**config.mk**
```make
export PLATFORM = sky130hd
export DESIGN_NAME = key_event_queue
export DESIGN_NICKNAME = d
export VERILOG_FILES = /design/src/rtl/key_event_queue.sv
export SDC_FILE = /design/constraint.sdc
export NUM_CORES = 1
export LEC_CHECK = 0
export BUFFER_PORTS_ARGS = -buffer_cell sky130_fd_sc_hd__clkbuf_2
export CAP_MARGIN = 30
export CORE_MARGIN = 1
export CORE_UTILIZATION = 28
export DETAILED_ROUTE_END_ITERATION = 12
export SYNTH_ARGS = -nofsm -noshare
export SYNTH_HDL_FRONTEND = slang
export SYNTH_SLANG_ARGS = --single-unit
```
**constraint.sdc**
```tcl
create_clock -name clk -period 5.28 [get_ports clk]
set_clock_uncertainty 0.2 [all_clocks]
set_input_delay 0.528 -clock clk [delete_from_list [all_inputs] [get_ports clk]]
set_output_delay 0.528 -clock clk [all_outputs]
set_load 0.005 [all_outputs]
```
**src/rtl/key_event_queue.sv**
```systemverilog
// Key level -> press/release/auto-repeat events, queued in a FWFT FIFO.
// Lowest-index dirty key wins each cycle; repeats only fill idle cycles.
module key_event_queue #(
  parameter int          NKEYS        = 8,
  parameter int          IDXW         = 3,
  parameter int          DEPTH        = 8,
  parameter logic [23:0] REPEAT_DELAY = 24'd5000000,
  parameter logic [23:0] REPEAT_RATE  = 24'd1000000
) (
  input  logic                    clk,
  input  logic                    rst,
  input  logic [NKEYS-1:0]        keys,
  input  logic                    rd,
  output logic                    evt_valid,
  output logic [IDXW+1:0]         evt_data,
  output logic [$clog2(DEPTH):0]  count,
  output logic                    ovf,
  input  logic                    clr_ovf,
  output logic                    irq
);

  localparam int         AW     = $clog2(DEPTH);
  localparam logic       REP_EN = (REPEAT_DELAY != 24'd0);
  localparam logic [AW:0] FULL  = (AW+1)'(DEPTH);

  logic [NKEYS-1:0] keys_q, rptd_q, rptd_d;
  logic [AW-1:0]    rd_ptr_q, rd_ptr_d;
  logic [AW-1:0]    wr_ptr_q, wr_ptr_d;
  logic [AW:0]      count_q, count_d;
  logic             ovf_q, ovf_d;
  logic             rep_active_q, rep_active_d;
  logic             rep_rate_q, rep_rate_d;
  logic [23:0]      rep_cnt_q, rep_cnt_d;
  logic [IDXW-1:0]  rep_key_q, rep_key_d;
  logic [IDXW+1:0]  mem [DEPTH];

  logic [NKEYS-1:0] dirty;
  logic             any_dirty;
  logic [IDXW-1:0]  idx;
  logic             pop, room, due;
  logic             edge_push, rep_push, rep_drop, push;
  logic [IDXW+1:0]  push_data;

  always_comb begin
    dirty     = keys_q ^ rptd_q;
    any_dirty = |dirty;
    idx       = '0;
    for (int i = NKEYS - 1; i >= 0; i--) begin
      if (dirty[i]) idx = IDXW'(i);
    end
  end

  // A pop in the same cycle frees the slot a push needs.
  always_comb begin
    pop       = rd && (count_q != '0);
    room      = (count_q != FULL) || pop;
    due       = rep_active_q &&
                (rep_rate_q ? (rep_cnt_q == REPEAT_RATE - 24'd1)
                            : (rep_cnt_q == REPEAT_DELAY - 24'd1));
    edge_push = any_dirty && room;
    rep_push  = due && !any_dirty && room;
    rep_drop  = due && !any_dirty && !room;
    push      = edge_push || rep_push;
    push_data = edge_push ? {1'b0, keys_q[idx], idx}
                          : {2'b10, rep_key_q};
  end

  always_comb begin
    rptd_d       = rptd_q;
    rep_active_d = rep_active_q;
    rep_rate_d   = rep_rate_q;
    rep_cnt_d    = rep_cnt_q;
    rep_key_d    = rep_key_q;
    if (rep_active_q) begin
      if (due) begin
        rep_cnt_d  = '0;
        rep_rate_d = 1'b1;
      end else begin
        rep_cnt_d  = rep_cnt_q + 24'd1;
      end
    end
    if (edge_push) begin
      rptd_d[idx] = keys_q[idx];
      if (REP_EN && keys_q[idx]) begin
        rep_key_d    = idx;
        rep_active_d = 1'b1;
        rep_cnt_d    = '0;
        rep_rate_d   = 1'b0;
      end else if (idx == rep_key_q) begin
        rep_active_d = 1'b0;
      end
    end
  end

  always_comb begin
    ovf_d    = rep_drop ? 1'b1 : (clr_ovf ? 1'b0 : ovf_q);
    wr_ptr_d = push ? wr_ptr_q + AW'(1) : wr_ptr_q;
    rd_ptr_d = pop ? rd_ptr_q + AW'(1) : rd_ptr_q;
    count_d  = count_q;
    unique case ({push, pop})
      2'b10:   count_d = count_q + (AW+1)'(1);
      2'b01:   count_d = count_q - (AW+1)'(1);
      default: count_d = count_q;
    endcase
  end

  always_ff @(posedge clk or posedge rst) begin
    if (rst) begin
      keys_q       <= '0;
      rptd_q       <= '0;
      rd_ptr_q     <= '0;
      wr_ptr_q     <= '0;
      count_q      <= '0;
      ovf_q        <= 1'b0;
      rep_active_q <= 1'b0;
      rep_rate_q   <= 1'b0;
      rep_cnt_q    <= '0;
      rep_key_q    <= '0;
    end else begin
      keys_q       <= keys;
      rptd_q       <= rptd_d;
      rd_ptr_q     <= rd_ptr_d;
      wr_ptr_q     <= wr_ptr_d;
      count_q      <= count_d;
      ovf_q        <= ovf_d;
      rep_active_q <= rep_active_d;
      rep_rate_q   <= rep_rate_d;
      rep_cnt_q    <= rep_cnt_d;
      rep_key_q    <= rep_key_d;
    end
  end

  always_ff @(posedge clk) begin
    if (push) mem[wr_ptr_q] <= push_data;
  end

  assign evt_valid = (count_q != '0);
  assign evt_data  = evt_valid ? mem[rd_ptr_q] : '0;
  assign count     = count_q;
  assign ovf       = ovf_q;
  assign irq       = evt_valid | ovf_q;

endmodule

```
==> flow_summary_export.csv, run 1 <==
group,metric,value,unit
clocking,htree_levels,3,
die,core_region_area,16000,um2
finish,synth_to_final_area_change,14.5,%
place,place.gp.congestion,0.831,
yosys,synth_area_leader_cell,"sky130_fd_sc_hd__dfrtp_1",
global_route,grt_antenna_before_repair,0,
global_route,groute.usage.overall,11.2,%
critical_path,worst-endpoint-required,5300,ps
yosys,yosys_most_used_dff,"sky130_fd_sc_hd__dfrtp_1",
timing,timing.final.crit_period,3470,ps
die,rows,46,
clocking,cts_root_buffer,"sky130_fd_sc_hd__clkbuf_16",
critical_path,crit_fanout,6,
yosys,synth-async-reset-ratio,58.3,%
global_route,first_global_vias,2955,
clocking,post_cts_resize_count,0,
route,drtAntennaViolNets,0,
timing,setup_viol,0,
global_route,wire_length_of_the_first_global_routing_pass,14700,um
critical_path,crit_top_cell,"sky130_fd_sc_hd__xor2_1",
pwr,p_sw,0.00106,W
worst_hold_path,hold_class,"in2reg",
critical_path,timing.critical_path.from_type,"flip-flop",
pwr,leakagePower,2.06,nW
yosys,synth.yosys.seq_area_share,56.4,%
timing,grt_setup_unrepaired,"no",
clocking,clock_path_buffers,2,
route,wirelength,8530,um
outcome,run_status,"finished, final reports clean",
yosys,syn_inst,376,
route,routedWlPerCell,13.6,um
critical_path,critical-path-max-stage-delay,760,ps
clocking,cts.hold.buffers_added,0,
pwr,share_comb_of_total_power,35.9,%
route,num_vias,2865,
yosys,synth.avg_cell_area,12.3,um2
global_route,grt_start_max_net_pins,57,
yosys,netlist_top_cells_area,"sky130_fd_sc_hd__dfrtp_1 30%, sky130_fd_sc_hd__edfxtp_1 26%, sky130_fd_sc_hd__xor2_1 5.3%, sky130_fd_sc_hd__mux4_2 4.9%, sky130_fd_sc_hd__nor2_1 3.7%",
finish,drive_above_1_share,18.5,%
critical_path,worst-endpoint-arrival,3490,ps
yosys,syn-cell-area,4610,um2
die,num_io_pins,24,
pwr,power_switching_share,36.1,%
timing,layout_worst_path_cycle_share,65.8,%
pwr,power.clock.fraction,22.1,%
yosys,synth_fp_nets,394,
route,drtPass1Iterations,5,
clocking,tritoncts_num_sinks,96,
route,first_iter_violations,139,
pwr,peakVddDrop,0.000236,V
yosys,synth.ff_latch_count,96,
critical_path,timing.critical_path.cells,"xor2_1, nor4_1, nand2b_1, o21ai_2, ha_1, xor2_1, ha_1, a21oi_1, xor2_1, nor2_1, xor2_1",
route,remaining_drc_errors,0,
yosys,synth_edf_count,40,
place,cell_count_after_placement,610,
die,initial_core_util,28.8,%
finish,finish.net_count,423,
clocking,worst_skew_pair.late_latency,340,ps
yosys,yosys_warnings,0,
finish,antenna_cells,0,
die,dieArea,17000,um2
critical_path,crit_type,"reg2reg",
critical_path,slowest_stage,"sky130_fd_sc_hd__nor4_1",
timing,setup_total_negative_slack,0,ps
global_route,grt.overflow.total,0,
clocking,numCtsBuffers,9,
finish,layoutNonFillerInstCount,626,
die,dieHeight,130,um
pwr,power_report.internal_total,0.00188,W
place,port-buffer-count,23,
timing,worst-slew-pin-transition,834,ps
route,per_cell_via_count_in_the_routed_design,4.58,
critical_path,endpoint_kind_of_the_worst_setup_timing_path,"flip-flop",
flow_run,max-cap-violations,0,
timing,timing_hold_violations_final,0,
timing,drv_slew,0,
critical_path,r2r.worst_path.cells,11,
pwr,fraction_of_power_consumed_by_sequential_logic,41.9,%
place,place_hpwl,6180,um
timing,max_freq,288,MHz
yosys,yosysTopAreaCellShare,30.4,%
clocking,postCtsSetupBuffers,0,
die,die_width,130,um
clocking,cts_tree,"built",
pwr,power_density,556,nW/um2
clocking,cts.clk_slew.worst_paths,70,ps
timing,slew_headroom,43.9,%
worst_hold_path,worst_hold_path_depth,1,
yosys,netlist-cell-type-count,48,
==> routing by layer <==
layer / wire [um] / vias to the layer above / share of wire, % / global-route usage, %
li1: - / 1407 / - / -
met4: 89 / 0 / 1.0 / 4.67
met2: 4190 / 30 / 49 / 19.0
met1: 4010 / 1421 / 47 / 13.8
met3: 241 / 7 / 2.8 / 2.42
met5: 0 / - / 0 / 0
==> stage by stage <==
stage | util [%] | hold slack (ps) | power, W | area (um2) | worst slack (ps)
2_1_floorplan | - | 271 | 0.00204 | 4610 | 2240
3_3_place_gp | 31.1 | 308 | 0.00226 | 4970 | 1920
3_5_place_dp | 31.1 | 312 | 0.00233 | 4980 | 1840
4_1_cts | 33.0 | 75.6 | 0.00298 | 5280 | 1830
5_1_grt | 33.0 | 73.6 | 0.00315 | 5280 | 1500
6_report | 33.0 | 89.1 | 0.00294 | 5280 | 1810
==> layout by cell type (no fill, tap or decap), types with 2 or more instances in the layout <==
cell and instances:
sky130_fd_sc_hd__mux4_2 10, sky130_fd_sc_hd__or3_1 2, sky130_fd_sc_hd__buf_4 4, sky130_fd_sc_hd__nand3_1 10
sky130_fd_sc_hd__xor2_1 28, sky130_fd_sc_hd__dfrtp_1 56, sky130_fd_sc_hd__o21ai_0 10, sky130_fd_sc_hd__nand2b_1 5
sky130_fd_sc_hd__and3_1 2, sky130_fd_sc_hd__nor4_1 4, sky130_fd_sc_hd__mux2_4 3, sky130_fd_sc_hd__inv_1 8
sky130_fd_sc_hd__nor3_1 21, sky130_fd_sc_hd__clkbuf_2 23, sky130_fd_sc_hd__and4_1 3, sky130_fd_sc_hd__nand3b_1 4
sky130_fd_sc_hd__a21oi_1 9, sky130_fd_sc_hd__nor4b_1 2, sky130_fd_sc_hd__o211ai_1 4, sky130_fd_sc_hd__nand4_1 6
sky130_fd_sc_hd__inv_8 5, sky130_fd_sc_hd__clkbuf_16 9, sky130_fd_sc_hd__mux2_2 11, sky130_fd_sc_hd__and2_1 3
sky130_fd_sc_hd__ha_1 6, sky130_fd_sc_hd__xnor2_1 18, sky130_fd_sc_hd__nor2_1 46, sky130_fd_sc_hd__a21o_1 3
sky130_fd_sc_hd__mux2i_1 6, sky130_fd_sc_hd__nand2_1 28, sky130_fd_sc_hd__edfxtp_1 40
==> cells by family after synthesis <==
family                   count (synthesis)  synth area share (%)
buffers and inverters                   19                  1.93
multiplexers                            31                  10.1
AO/OA/AOI/OAI                           35                  5.72
AND/OR/NAND/NOR                        143                  15.5
XOR/XNOR                                46                  8.74
adder cells (fa/ha/maj)                  6                  1.63
flip-flops                              96                  56.4
==> synth_stat cells (5+ instances only) <==
| master | count |
|---|---|
| sky130_fd_sc_hd__xnor2_1 | 18 |
| sky130_fd_sc_hd__nor3_1 | 21 |
| sky130_fd_sc_hd__nand2b_1 | 5 |
| sky130_fd_sc_hd__xor2_1 | 28 |
| sky130_fd_sc_hd__mux2_2 | 11 |
| sky130_fd_sc_hd__nand4_1 | 6 |
| sky130_fd_sc_hd__clkbuf_1 | 5 |
| sky130_fd_sc_hd__nor2_1 | 46 |
| sky130_fd_sc_hd__a21oi_1 | 9 |
| sky130_fd_sc_hd__o21ai_0 | 10 |
| sky130_fd_sc_hd__ha_1 | 6 |
| sky130_fd_sc_hd__nand2_1 | 28 |
| sky130_fd_sc_hd__inv_1 | 9 |
| sky130_fd_sc_hd__mux2i_1 | 6 |
| sky130_fd_sc_hd__mux4_2 | 10 |
| sky130_fd_sc_hd__nand3_1 | 10 |
| sky130_fd_sc_hd__edfxtp_1 | 40 |
| sky130_fd_sc_hd__dfrtp_1 | 56 |
==> layout make-up <==
type / instances / area, um2
Multi-Input combinational cell: 261 / 1920
Sequential cell: 96 / 2600
Inverter: 9 / 33.8
Fill cell: 1618 / 10700
Clock inverter: 7 / 73.8
Clock buffer: 9 / 225
Tap cell: 216 / 270
Timing Repair Buffer: 28 / 156
==> state kept, by name, summed over array words and instances (netlist names) <==
signal / cells
count: 4
keys_q: 8
mem: 40
ovf: 1
rd_ptr_q: 3
rep_active_q: 1
rep_cnt_q: 24
rep_key_q: 3
rep_rate_q: 1
rptd_q: 8
wr_ptr_q: 3
==> critical path, delay by kind of cell, from the launching register on <==
kind / cells / cell delay (ps)
AOI/OAI and AO/OA: 2 / 490
xor gates and xnor gates: 4 / 640
adders and majority gates: 2 / 490
DFF: 1 / 420
and+or+nand+nor: 3 / 1110
==> worst paths after layout <==
path	startpoint	endpoint	slack [ps]
worst max-delay path	rptd_q[5]	count[2]	1810
min in group asynchronous	rst	rep_cnt_q[20]	170
worst min register to register	rep_rate_q	rep_rate_q	340
worst min-delay path	keys[6]	keys_q[6]	90
max in group asynchronous	rst	rd_ptr_q[2]	4230
worst max register to register	rptd_q[5]	count[2]	1810
==> power groups by stage <==
stage / Clock, W / Sequential [W] / Combinational [W]
final: 0.000651 / 0.00123 / 0.00106
after CTS: 0.000667 / 0.00124 / 0.00108
after global placement: 0 / 0.00124 / 0.00102
after floorplan: 0 / 0.00116 / 0.000874
after detailed placement: 0 / 0.00125 / 0.00107
after global routing: 0.000701 / 0.00127 / 0.00118
(Power assumes the default switching activity.)
==> run 2, diff against run 1 <==
Clock period 5.28 ns to 3 ns, I/O delays scaled along.
==> run 2 against run 1 <==
Wire length up 5.2%. Critical endpoint is now rep_key_q[2]. Global-route usage increased by 0.44 points. Largest cell class unchanged. Hold slack improved by 16 ps. Setup slack got worse by 1600 ps. Register-to-register slack worse by 1600 ps. Via count up 3.5%. Largest power group unchanged. Sequential cell count is the same.
==> flow_summary_export.csv, run 2 (synthesized netlist as in run 1, its figures left out) <==
group,metric,value,unit
place,cell_count_after_placement,628,
place,place_hpwl,6350,um
clocking,postCtsSetupBuffers,0,
timing,timing_hold_violations_final,0,
clocking,cts.clk_slew.worst_paths,70,ps
critical_path,critical_path.reg2reg.startpoint,"keys_q[3]",
critical_path,worst-endpoint-arrival,2840,ps
global_route,wire_length_of_the_first_global_routing_pass,15000,um
route,remaining_drc_errors,0,
flow_run,max-cap-violations,0,
critical_path,crit_type,"reg2reg",
critical_path,worst-endpoint-required,3030,ps
global_route,first_global_vias,3016,
outcome,run_status,"finished, final reports clean",
place,port-buffer-count,23,
finish,antenna_cells,0,
finish,utilization_after_layout,34.5,%
pwr,power_density,960,nW/um2
timing,max_freq,356,MHz
timing,setup_viol,0,
route,drtAntennaViolNets,0,
timing,setup_total_negative_slack,0,ps
worst_hold_path,min_from,"rd",
critical_path,endpoint_kind_of_the_worst_setup_timing_path,"flip-flop",
finish,final_cell_mix,"56 x sky130_fd_sc_hd__dfrtp_1, 46 x sky130_fd_sc_hd__nor2_1, 40 x sky130_fd_sc_hd__edfxtp_1, 28 x sky130_fd_sc_hd__nand2_1, 27 x sky130_fd_sc_hd__xor2_1",
finish,mostFrequentLayoutCell,"sky130_fd_sc_hd__dfrtp_1",
finish,layoutNonFillerInstCount,654,
die,rows,46,
timing,timing.final.crit_period,2810,ps
route,drtPass1Iterations,4,
die,die_width,130,um
finish,finish.net_count,451,
clocking,numCtsBuffers,9,
timing,slew_headroom,52.3,%
route,wirelength,8970,um
die,core_region_area,16000,um2
clocking,tritoncts_num_sinks,96,
finish,registers.top_by_ff_count,"mem",
route,per_cell_via_count_in_the_routed_design,4.54,
critical_path,crit_fanout,6,
global_route,grt.overflow.total,0,
clocking,worst_skew_pair.late_latency,340,ps
route,first_iter_violations,169,
clocking,cts_root_buffer,"sky130_fd_sc_hd__clkbuf_16",
route,num_vias,2966,
die,initial_core_util,28.8,%
timing,worst-slew-pin-transition,715,ps
critical_path,timing.critical_path.from_type,"flip-flop",
global_route,grt_antenna_before_repair,0,
route,routedWlPerCell,13.7,um
worst_hold_path,hold_class,"in2reg",
global_route,grt_start_max_net_pins,57,
finish,largest_register_ffs,40,
finish,drive_above_1_share,21.5,%
critical_path,worstSetupStartpoint,"keys_q[3]",
finish,largest_registers,"mem: 40 flops, rep_cnt_q: 24 flops",
timing,grt_setup_unrepaired,"no",
pwr,leakagePower,2.18,nW
timing,layout_worst_path_cycle_share,93.7,%
die,dieHeight,130,um
finish,synth_to_final_area_change,19.6,%
global_route,groute.usage.overall,11.6,%
clocking,cts_tree,"built",
clocking,htree_levels,3,
timing,drv_slew,0,
die,num_io_pins,24,
pwr,peakVddDrop,0.000440,V
place,place.gp.congestion,0.813,
die,dieArea,17000,um2
clocking,clock_path_buffers,2,
-- run 2: timing repair --
action | 4_1_cts | 5_1_grt
endpoints found under the setup margin | 0 | 30
hold buffers | 10 | 0
endpoints found under the hold margin | 65 | 0
gates resized for setup | 0 | 1
-- run 2: per-layer routing --
layer / vias up / global-route usage, % / part of all wire, %
li1: 1462 / - / -
met1: 1463 / 14.6 / 48
met2: 32 / 19.3 / 48
met3: 9 / 2.91 / 2.5
met4: 0 / 4.39 / 1.3
met5: - / 0 / 0
-- run 2: stage by stage --
stage | setup slack, ps | total power (W) | hold slack, ps | instance area, um2
floorplan | 44.7 | 0.00358 | 131 | 4610
global placement | 216 | 0.00418 | 209 | 5130
detailed placement | 90.2 | 0.00426 | 210 | 5130
CTS | 77.1 | 0.00537 | 93.5 | 5510
global route | 28.9 | 0.00568 | 136 | 5520
finish | 189 | 0.00530 | 105 | 5520
-- run 2: final timing paths --
| path | endpoint | slack (ps) | depth (start not counted) |
|---|---|---|---|
| min in group asynchronous | rep_cnt_q[14] | 500 | 4 |
| min reg2reg | rep_rate_q | 330 | 2 |
| max | rep_key_q[2] | 190 | 6 |
| min | rd_ptr_q[0] | 110 | 3 |
| max in group asynchronous | rptd_q[1] | 1620 | 4 |
| max reg2reg | rep_key_q[2] | 190 | 6 |
-- run 2: final cells by class --
cell class / count / area [um2]
clock buffer: 9 / 225
clock inverter: 7 / 55.1
tap: 216 / 270
inverter: 9 / 33.8
timing repair buffer: 56 / 400
fill: 1622 / 10500
sequential: 96 / 2600
multi-input combinational: 261 / 1930
-- run 2: report_power, final --
group | internal, W | leakage (nW) | switching (W) | total, W
clock | 0.000571 | 0.133 | 0.000515 | 0.00109
sequential | 0.00185 | 1.09 | 0.000308 | 0.00216
combinational | 0.000982 | 0.962 | 0.00107 | 0.00205
total | 0.00340 | 2.18 | 0.00189 | 0.00530
-- run 2: critical path: stages, from the launching register on --
cell and delay, ps:
sky130_fd_sc_hd__dfrtp_1 430, sky130_fd_sc_hd__xor2_2 230, sky130_fd_sc_hd__a211oi_4 340, sky130_fd_sc_hd__o22ai_2 220, sky130_fd_sc_hd__mux2_4 370, sky130_fd_sc_hd__nor4_4 520
sky130_fd_sc_hd__mux2_1 370
==> run 3, diff against run 2 <==
Settings changed: CORE_UTILIZATION 28 to 55, PLACE_DENSITY from default to 0.76.
==> run 3 against run 2 <==
Register-to-register slack worse by 70 ps. Fmax down 2.5%. First-iteration DRC count up 20%. Critical endpoint is now count[2]. Highest routed layer unchanged.
==> flow_summary_export.csv, run 3 (synthesized netlist as in run 1, its figures left out) <==
group,metric,value,unit
finish,final_cell_mix,"56 x sky130_fd_sc_hd__dfrtp_1, 46 x sky130_fd_sc_hd__nor2_1, 40 x sky130_fd_sc_hd__edfxtp_1, 28 x sky130_fd_sc_hd__xor2_1, 28 x sky130_fd_sc_hd__nand2_1",
pwr,leakagePower,2.14,nW
global_route,grt.overflow.total,0,
finish,mostFrequentLayoutCell,"sky130_fd_sc_hd__dfrtp_1",
timing,slew_headroom,55.4,%
die,dieArea,8760,um2
timing,timing.final.crit_period,2880,ps
finish,finish.net_count,449,
finish,layoutNonFillerInstCount,541,
timing,setup_viol,0,
critical_path,crit_type,"reg2reg",
timing,max_freq,347,MHz
die,rows,33,
clocking,cts_tree,"built",
finish,registers.top_by_ff_count,"mem",
finish,largest_registers,"mem: 40 flops, rep_cnt_q: 24 flops",
die,num_io_pins,24,
timing,grt_setup_unrepaired,"no",
route,num_vias,3022,
global_route,grt_start_max_net_pins,35,
route,per_cell_via_count_in_the_routed_design,5.59,
clocking,clock_path_buffers,2,
place,cell_count_after_placement,515,
place,dp_slack,155,ps
finish,antenna_cells,0,
clocking,worst_skew_pair.late_latency,360,ps
critical_path,r2r.worst_path.cells,11,
critical_path,critical_path.reg2reg.startpoint,"rep_cnt_q[11]",
global_route,grt_antenna_before_repair,0,
critical_path,worst-path-buf-inv,0,
place,port-buffer-count,23,
critical_path,worst-endpoint-required,3050,ps
pwr,power_density,948,nW/um2
finish,synth_to_final_area_change,14.0,%
clocking,cts_root_buffer,"sky130_fd_sc_hd__clkbuf_8",
worst_hold_path,worst_hold_path_depth,3,
finish,regArea,2600,um2
timing,drv_slew,0,
finish,multi_input_area,1920,um2
outcome,run_status,"finished, final reports clean",
critical_path,slowest_stage,"sky130_fd_sc_hd__dfrtp_1",
clocking,htree_levels,3,
route,drtAntennaViolNets,0,
critical_path,timing.critical_path.from_type,"flip-flop",
route,wirelength,8740,um
timing,setup_total_negative_slack,0,ps
critical_path,r2r_setup_slack,120,ps
place,place.gp.congestion,0.874,
worst_hold_path,min_from,"rd",
timing,final.setup.worst_slack,118,ps
timing,worst-slew-pin-transition,669,ps
critical_path,endpoint_kind_of_the_worst_setup_timing_path,"flip-flop",
route,first_iter_violations,202,
worst_hold_path,hold_path_end,"rd_ptr_q[0]",
die,die_width,93.6,um
critical_path,critical-path-max-stage-delay,480,ps
critical_path,worst-endpoint-arrival,2930,ps
clocking,tritoncts_num_sinks,96,
die,initial_core_util,56.4,%
finish,largest_register_ffs,40,
finish,fillerInstances,631,
global_route,first_global_vias,3162,
die,core_region_area,8180,um2
flow_run,max-cap-violations,0,
route,routedWlPerCell,16.2,um
clocking,cts.clk_slew.worst_paths,100,ps
die,dieHeight,93.6,um
worst_hold_path,hold_class,"in2reg",
critical_path,worstReg2RegEnd,"count[2]",
route,remaining_drc_errors,0,
pwr,post-layout-total-power,0.00499,W
timing,timing_hold_violations_final,0,
clocking,numCtsBuffers,9,
critical_path,crit_family,"compound AO/OA/AOI/OAI gates",
critical_path,crit_fanout,6,
route,drtPass1Iterations,4,
pwr,peakVddDrop,0.000620,V
finish,drive_above_1_share,21.1,%
clocking,post_cts_resize_count,0,
global_route,wire_length_of_the_first_global_routing_pass,14900,um
critical_path,crit_top_cell,"sky130_fd_sc_hd__xor2_1",
critical_path,timing.critical_path.cells,"nand4b_1, or3_1, a2111oi_4, o21ai_2, ha_1, xor2_1, ha_1, a21oi_1, xor2_1, nor2_1, xor2_1",
global_route,groute.usage.overall,22.5,%
timing,layout_worst_path_cycle_share,96.1,%
place,place_hpwl,6360,um
[run 3: routing by layer]
layer	global-route usage, %	wire length [um]
met1	28.1	3830
met2	39.4	4560
met3	3.33	193
met4	9.10	157
met5	0	0
[run 3: area by class of cell]
type | count | share of cell area (%)
Clock buffer | 9 | 2.36
Sequential cell | 96 | 49.5
Tap cell | 105 | 2.50
Multi-Input combinational cell | 261 | 36.5
Timing Repair Buffer | 54 | 7.33
Clock inverter | 7 | 1.14
Inverter | 9 | 0.643
[run 3: timing repair]
action	4_1_cts	5_1_grt
hold endpoints to repair	32	0
buffers inserted	0	0
hold buffers	10	0
[run 3: worst min-delay path, delay by kind of cell]
| family | cells | cell delay (ps) |
|---|---|---|
| simple gates | 1 | 130 |
| buf+inv | 1 | 110 |
| xor+xnor | 1 | 100 |
[run 3: how the worst max path moves through the flow]
| stage | from | end | slack [ps] | depth (start not counted) |
|---|---|---|---|---|
| final | rep_cnt_q[11] | count[2] | 120 | 11 |
| after global routing | rep_cnt_q[11] | count[2] | 0.2 | 11 |
| after CTS | rep_cnt_q[11] | count[2] | 140 | 11 |
| after detailed placement | rep_cnt_q[11] | count[2] | 150 | 11 |
| after global placement | rep_cnt_q[11] | count[2] | 240 | 11 |
| after floorplan | count[1] | count[2] | 40 | 12 |
[run 3: power breakdown]
group,internal (W),total (W),switching [W]
clock,0.000319,0.000798,0.000479
sequential,0.00185,0.00217,0.000316
combinational,0.000960,0.00202,0.00106
total,0.00313,0.00499,0.00186
[run 3: stage by stage]
stage | instance area (um2) | hold slack, ps | util [%]
5_1_grt | 5260 | 93.9 | 64.3
4_1_cts | 5260 | 98.7 | 64.3
3_5_place_dp | 4970 | 151 | 60.8
3_3_place_gp | 4970 | 157 | 60.8
2_1_floorplan | 4610 | 131 | -
6_report | 5260 | 108 | 64.3
